## config.mk

```make
export PLATFORM = sky130hd
export DESIGN_NAME = vga_row_scanout
export DESIGN_NICKNAME = d
export VERILOG_FILES = /design/src/rtl/vga_row_scanout.sv
export SDC_FILE = /design/constraint.sdc
export NUM_CORES = 2
export LEC_CHECK = 0
export ABC_CLOCK_PERIOD_IN_PS = 6000
export BUFFER_PORTS_ARGS = -buffer_cell sky130_fd_sc_hd__clkbuf_2
export CORE_UTILIZATION = 40
export CTS_BUF_LIST = sky130_fd_sc_hd__clkbuf_8
export CTS_CLUSTER_DIAMETER = 30
export DETAILED_ROUTE_END_ITERATION = 6
export GPL_ROUTABILITY_DRIVEN = 0
export HOLD_SLACK_MARGIN = 0.05
export PLACE_DENSITY = 0.7
export SYNTH_ARGS = -nofsm -noshare
export SYNTH_HDL_FRONTEND = slang
export SYNTH_SLANG_ARGS = --single-unit
```

## constraint.sdc

```tcl
create_clock -name gpu_clk -period 6 [get_ports gpu_clk]
set_input_delay 0.6 -clock gpu_clk [delete_from_list [all_inputs] [get_ports gpu_clk]]
set_output_delay 0.6 -clock gpu_clk [all_outputs]
set_load 0.005 [all_outputs]
```

## src/rtl/vga_row_scanout.sv

```systemverilog
// vga_row_scanout: VGA timing generator with a one-row fetch line buffer.
//
// Each display line is fetched as a single row-wide word from VRAM during the
// horizontal blank before it. The row is then shifted out LSB-first as
// BPP-bit pixels with registered, mutually aligned h_sync/v_sync/de.
// Frames are double-buffered: the display bank flips only at the line-0 fetch
// point, so a frame never mixes banks.
//
// Ports:
//   gpu_clk        pixel clock, rising edge
//   rst_n          asynchronous active-low reset
//   enable         0 holds timing at the origin with idle outputs
//   swap_req       pulse: flip display bank at the next frame boundary
//   swap_done      one-cycle pulse when the bank flips
//   mem_req        row read request, held until mem_valid or the line starts
//   mem_addr       {bank, memory line}, stable while mem_req is high
//   mem_valid      row data valid (only accepted while mem_req is high)
//   mem_data       row data, pixel x at [x*BPP +: BPP]
//   h_sync/v_sync  sync outputs, polarity set by H_POL/V_POL
//   de             active-video flag
//   pixel          pixel value, 0 outside active video
//   underflow      sticky: a line began before its row arrived
//   clr_underflow  clears underflow (a same-cycle set wins)
module vga_row_scanout #(
    parameter int unsigned H_ACTIVE = 640,
    parameter int unsigned H_FP     = 16,
    parameter int unsigned H_SYNC   = 96,
    parameter int unsigned H_BP     = 48,
    parameter int unsigned V_ACTIVE = 480,
    parameter int unsigned V_FP     = 10,
    parameter int unsigned V_SYNC   = 2,
    parameter int unsigned V_BP     = 33,
    parameter bit          H_POL    = 1'b0,
    parameter bit          V_POL    = 1'b0,
    parameter int unsigned BPP      = 1,
    parameter int unsigned V_SHIFT  = 0,
    parameter int unsigned ADDR_W   = 10,
    localparam int unsigned ROW_W   = H_ACTIVE * BPP
) (
    input  logic              gpu_clk,
    input  logic              rst_n,
    input  logic              enable,
    input  logic              swap_req,
    output logic              swap_done,
    output logic              mem_req,
    output logic [ADDR_W-1:0] mem_addr,
    input  logic              mem_valid,
    input  logic [ROW_W-1:0]  mem_data,
    output logic              h_sync,
    output logic              v_sync,
    output logic              de,
    output logic [BPP-1:0]    pixel,
    output logic              underflow,
    input  logic              clr_underflow
);

    localparam int unsigned H_TOTAL = H_ACTIVE + H_FP + H_SYNC + H_BP;
    localparam int unsigned V_TOTAL = V_ACTIVE + V_FP + V_SYNC + V_BP;
    // One spare count of headroom so the sync-end bound always fits.
    localparam int unsigned HW = $clog2(H_TOTAL + 1);
    localparam int unsigned VW = $clog2(V_TOTAL + 1);
    localparam int unsigned LW = ADDR_W - 1;

    localparam logic [HW-1:0] H_LAST    = HW'(H_TOTAL - 1);
    localparam logic [HW-1:0] H_ACT     = HW'(H_ACTIVE);
    localparam logic [HW-1:0] H_SYNC_LO = HW'(H_ACTIVE + H_FP);
    localparam logic [HW-1:0] H_SYNC_HI = HW'(H_ACTIVE + H_FP + H_SYNC);
    localparam logic [VW-1:0] V_LAST    = VW'(V_TOTAL - 1);
    localparam logic [VW-1:0] V_ACT     = VW'(V_ACTIVE);
    localparam logic [VW-1:0] V_SYNC_LO = VW'(V_ACTIVE + V_FP);
    localparam logic [VW-1:0] V_SYNC_HI = VW'(V_ACTIVE + V_FP + V_SYNC);

    typedef enum logic [1:0] {
        StIdle,
        StReq,
        StReady
    } fetch_state_e;

    fetch_state_e      state_q, state_d;
    logic [HW-1:0]     h_cnt_q, h_cnt_d;
    logic [VW-1:0]     v_cnt_q, v_cnt_d;
    logic              bank_q, bank_d;
    logic              pend_q, pend_d;
    logic [ADDR_W-1:0] addr_q, addr_d;
    logic [ROW_W-1:0]  back_q, back_d;
    logic [ROW_W-1:0]  shift_q, shift_d;
    logic              h_sync_q, h_sync_d;
    logic              v_sync_q, v_sync_d;
    logic              de_q, de_d;
    logic [BPP-1:0]    pixel_q, pixel_d;
    logic              swap_done_q, swap_done_d;
    logic              underflow_q, underflow_d;

    // Position decode from the current counter state.
    logic          h_wrap, v_wrap;
    logic [VW-1:0] v_next;
    logic          active_line, active, line_start;
    logic          fetch_pt, swap_pt, swap_now;
    logic          h_sync_on, v_sync_on;
    logic          uf_set;
    logic [ROW_W-1:0] src;

    assign h_wrap      = (h_cnt_q == H_LAST);
    assign v_wrap      = (v_cnt_q == V_LAST);
    assign v_next      = v_wrap ? '0 : v_cnt_q + VW'(1);
    assign active_line = (v_cnt_q < V_ACT);
    assign active      = (h_cnt_q < H_ACT) && active_line;
    assign line_start  = (h_cnt_q == '0) && active_line;
    // The row for line v_next is requested as soon as line v_cnt's pixels end.
    assign fetch_pt    = (h_cnt_q == H_ACT) && (v_next < V_ACT);
    // The bank flips exactly at the line-0 fetch point, so line 0 already
    // reads from the new bank.
    assign swap_pt     = v_wrap && (h_cnt_q == H_ACT);
    assign swap_now    = swap_pt && (pend_q || swap_req);
    assign h_sync_on   = (h_cnt_q >= H_SYNC_LO) && (h_cnt_q < H_SYNC_HI);
    assign v_sync_on   = (v_cnt_q >= V_SYNC_LO) && (v_cnt_q < V_SYNC_HI);

    // At line start the shifter is bypassed so pixel 0 comes straight from the
    // freshly completed row; a missing row yields an all-zero line.
    always_comb begin
        src = shift_q;
        if (line_start) begin
            src = (state_q == StReady) ? back_q : '0;
        end
    end

    always_comb begin
        state_d     = state_q;
        h_cnt_d     = h_cnt_q;
        v_cnt_d     = v_cnt_q;
        bank_d      = bank_q;
        pend_d      = pend_q;
        addr_d      = addr_q;
        back_d      = back_q;
        shift_d     = shift_q;
        h_sync_d    = ~H_POL;
        v_sync_d    = ~V_POL;
        de_d        = 1'b0;
        pixel_d     = '0;
        swap_done_d = 1'b0;
        uf_set      = 1'b0;

        if (!enable) begin
            state_d = StIdle;
            h_cnt_d = '0;
            v_cnt_d = '0;
            bank_d  = 1'b0;
            pend_d  = 1'b0;
            shift_d = '0;
        end else begin
            // Timing counters.
            h_cnt_d = h_wrap ? '0 : h_cnt_q + HW'(1);
            if (h_wrap) begin
                v_cnt_d = v_next;
            end

            // Bank swap; a request on the swap cycle itself is honoured there.
            pend_d      = swap_now ? 1'b0 : (pend_q | swap_req);
            bank_d      = bank_q ^ swap_now;
            swap_done_d = swap_now;

            // Row fetch.
            unique case (state_q)
                StIdle: begin
                    if (fetch_pt) begin
                        state_d = StReq;
                        addr_d  = {bank_d, LW'(v_next >> V_SHIFT)};
                    end
                end
                StReq: begin
                    if (line_start) begin
                        state_d = StIdle;
                        uf_set  = 1'b1;
                    end else if (mem_valid) begin
                        state_d = StReady;
                        back_d  = mem_data;
                    end
                end
                StReady: begin
                    if (line_start) begin
                        state_d = StIdle;
                    end
                end
                default: state_d = StIdle;
            endcase

            // Registered video outputs for the current counter position.
            h_sync_d = h_sync_on ? H_POL : ~H_POL;
            v_sync_d = v_sync_on ? V_POL : ~V_POL;
            de_d     = active;
            if (active) begin
                pixel_d = src[BPP-1:0];
                shift_d = src >> BPP;
            end
        end

        if (uf_set) begin
            underflow_d = 1'b1;
        end else if (clr_underflow) begin
            underflow_d = 1'b0;
        end else begin
            underflow_d = underflow_q;
        end
    end

    always_ff @(posedge gpu_clk or negedge rst_n) begin
        if (!rst_n) begin
            state_q     <= StIdle;
            h_cnt_q     <= '0;
            v_cnt_q     <= '0;
            bank_q      <= 1'b0;
            pend_q      <= 1'b0;
            addr_q      <= '0;
            back_q      <= '0;
            shift_q     <= '0;
            h_sync_q    <= ~H_POL;
            v_sync_q    <= ~V_POL;
            de_q        <= 1'b0;
            pixel_q     <= '0;
            swap_done_q <= 1'b0;
            underflow_q <= 1'b0;
        end else begin
            state_q     <= state_d;
            h_cnt_q     <= h_cnt_d;
            v_cnt_q     <= v_cnt_d;
            bank_q      <= bank_d;
            pend_q      <= pend_d;
            addr_q      <= addr_d;
            back_q      <= back_d;
            shift_q     <= shift_d;
            h_sync_q    <= h_sync_d;
            v_sync_q    <= v_sync_d;
            de_q        <= de_d;
            pixel_q     <= pixel_d;
            swap_done_q <= swap_done_d;
            underflow_q <= underflow_d;
        end
    end

    // mem_req comes straight from the state register so reset drops it at once.
    assign mem_req   = (state_q == StReq);
    assign mem_addr  = addr_q;
    assign h_sync    = h_sync_q;
    assign v_sync    = v_sync_q;
    assign de        = de_q;
    assign pixel     = pixel_q;
    assign swap_done = swap_done_q;
    assign underflow = underflow_q;

endmodule

```

==> results.toml <==
[sta]
worst_pin_slew_ps = 1220
slew_headroom = 0.186
fin_ws_ps = 1900
final-max-slew-violation-count = 0
fmaxAchievable_mhz = 244
rsz0062_at_grt = "false"
period_minus_slack_ps = 4100
finalCritPeriodShare = 0.683
fin_worst_skew_ps = 98.0
hold_viol = 0
finalSetupTns_ps = 0
finalSetupViolCount = 0
hold_ws_ps = 278

[outcome]
status = "finished clean"

[floorplanning]
core_um2 = 140000
die_w_um = 378
dieHeight_um = 378
start_util = 0.404
io-pin-count = 663
dieArea_um2 = 143000
num_rows = 137

[yosys]
ys_seq_area_frac = 0.584
synth_area_leaders = "dfrtp_1, mux2_1, and3_1"
synth_top_area_cell = "dfrtp_1"
synth_area_um2 = 56600
ys_warn_count = 0
synth-edff-count = 0
synth_top_area_share = 0.583
synth.avg_cell_area_um2 = 11.0
netlist_instances = 5128
synth_cell_type_count = 52
synth_ff_type = "dfrtp_1"
syn_nets = 5778
synthArstFlopShare = 1.00
ys_ff_latch = 1319

[routing]
viasPerCell = 5.41
wl_met2_um = 81000
routedWlPerCell_um = 20.0
dr.first_iter.drc_count = 4200
drc = 0
wl_met1_um = 64500
met3WireLength_um = 12100
drtAntennaViolNets = 0
highest_layer = "met5"
detail_route.first_pass.iterations = 5
via_count = 45990
wirelength_um = 170000

[finish]
final_area_um2 = 74500
fill_cells = 11385
layout-drive-gt1-share = 0.196
nNetsFinal = 7033
area_growth_pct = 31.8

[power_and_ir_drop]
p_leak_nw = 38.4
powerDensity_nw_per_um2 = 301
total_power_mw = 22.4
ir_drop_mv = 0.295

[setup_path]
cpMostUsedCell = "buf_12"
cp.required_ps = 6810
crit_path_end_kind = "flop"
critPathTopFamily = "simple AND/OR/NAND/NOR gates"
critPathBufInv = 3
worst-path-max-fanout = 111
worstSetupStartpointType = "flop"
cp_cell_sequence = "inv_1, ha_1, nor4b_2, and2_4, nand3_4, nand4_1, buf_12, buf_12, mux2_2"
crit_arrival_ps = 4910
critPathMaxStageDelay_ps = 650
crit_type = "flop to flop"
crit_path_top_delay_cell = "nand4_1"

[global_routing]
grt_pass1_wl_um = 269000
grt_antenna_before_repair = 30
grt_start_max_net_pins = 200
grt_pass1_vias = 48851
overflow = 0
grt_use_total = 0.237

[clock_tree]
clk_pin_slew_ps = 60
clock_path_buffers = 4
clk_latency_ps = 990
h-tree-depth = 5
post_cts_resized = 0
clock-root-buffer = "clkbuf_8"
cts_buffers = 312
cts.sinks = 1319
cts_tree = "built"

[placed_design]
place.port_buffers = 662
post-place-ws_ps = 1960
place_hpwl_um = 89000
place_area_um2 = 60800

[run]
cap_violations = 0

[hold_path]
hold_class = "input pin to asynchronous set/reset pin"
==> power breakdown <==
| group | switching (mW) | internal [mW] |
|---|---|---|
| Clock | 4.44 | 7.70 |
| Sequential | 0.00249 | 8.91 |
| Combinational | 0.880 | 0.494 |
| Total | 5.32 | 17.1 |
==> area by class of cell <==
cell class,instances,area [um2],area share
clock buffers,380,5230,0.0702
inverters,10,37.5,0.000504
clock inverters,160,2000,0.0268
well taps,1876,2350,0.0315
diodes,18,45.0,0.000604
repair buffers,1381,10700,0.144
multi-input cells,3359,21100,0.283
flip-flops and latches,1319,33000,0.443
==> stage by stage <==
step                       util  instances
final                     0.533       8503
after detailed placement  0.435       7298
after global routing      0.533       8497
after global placement    0.435       7298
after floorplan               -       5128
after CTS                 0.533       8485
==> flip-flops by register name (all words and copies together) (netlist names) <==
register / count
underflow: 1
mem_addr: 10
v_cnt_q: 10
de: 1
v_sync: 1
pend_q: 1
bank_q: 1
shift_q: 639
swap_done: 1
state_q: 2
pixel: 1
back_q: 640
h_sync: 1
h_cnt_q: 10
==> routing by layer <==
metal,global-route usage,up-vias
met2,0.373,2070
met4,0.171,30
li1,-,20518
met5,0,-
met1,0.279,22599
met3,0.0640,773
==> cells in the final DEF, fill, tap and decap left out, types with 4 or more instances in the layout <==
master | netlist | routed
inv_6 | 0 | 7
buf_4 | 38 | 40
dfrtp_1 | 1317 | 1317
clkbuf_8 | 0 | 380
diode_2 | 0 | 18
xor2_1 | 9 | 9
bufinv_16 | 0 | 45
nor2b_1 | 6 | 5
xnor2_1 | 10 | 10
clkinvlp_4 | 0 | 22
inv_1 | 9 | 41
clkbuf_2 | 2 | 661
o21ai_1 | 574 | 574
a21oi_1 | 650 | 650
dlygate4sd3_1 | 0 | 647
mux2_1 | 605 | 605
and3_1 | 641 | 641
ha_1 | 4 | 4
clkinv_2 | 0 | 46
o21ai_0 | 72 | 72
nand2_1 | 649 | 649
nand3_1 | 12 | 10
nor3_1 | 7 | 7
nor2_1 | 33 | 33
clkinv_4 | 0 | 8
or3_1 | 4 | 4
buf_12 | 0 | 33
a2bb2oi_1 | 4 | 4
nand4_1 | 8 | 8
mux2_2 | 40 | 40
==> cells in the mapped netlist, types with 12 or more instances <==
cell type and count:
a21oi_1 650, and3_1 641, buf_2 69, buf_4 38
buf_6 65, clkbuf_1 253, dfrtp_1 1317, mux2_1 605
mux2_2 40, nand2_1 649, nand3_1 12, nor2_1 33
o21ai_0 72, o21ai_1 574
==> logic make-up (layout without fill, tap and decap cells) <==
logic type                 after synthesis  in the layout  share of synthesized area
other                                    0             18                          0
AOI/OAI and AO/OA                     1312           1312                      0.118
adders and majority gates                4              4                   0.000885
buffers and inverters                  450           1931                     0.0438
and+or+nand+nor                       1377           1377                      0.122
muxes                                  647            647                      0.129
DFF                                   1319           1319                      0.584
xor gates and xnor gates                19             19                    0.00294
==> timing repair <==
| item | 4_1_cts | 5_1_grt |
|---|---|---|
| setup endpoints to repair | 0 | 0 |
| setup buffers | 0 | 0 |
| hold buffers | 647 | 0 |
| endpoints found under the hold margin | 752 | 0 |
==> path summary, 6_finish.rpt <==
check | start | to | slack [ps] | cells past startpoint
max in group asynchronous | rst_n | back_q[446]$_DFFE_PN0P_ | 3970 | 3
min reg2reg | back_q[488]$_DFFE_PN0P_ | back_q[488]$_DFFE_PN0P_ | 480 | 1
min | rst_n | back_q[606]$_DFFE_PN0P_ | 280 | 2
max | h_cnt_q[0]$_DFF_PN0_ | back_q[518]$_DFFE_PN0P_ | 1900 | 9
max reg2reg | h_cnt_q[0]$_DFF_PN0_ | back_q[518]$_DFFE_PN0P_ | 1900 | 9
min in group gpu_clk | mem_data[134] | back_q[134]$_DFFE_PN0P_ | 370 | 3
No activity file was read; power rests on OpenSTA's default activity.
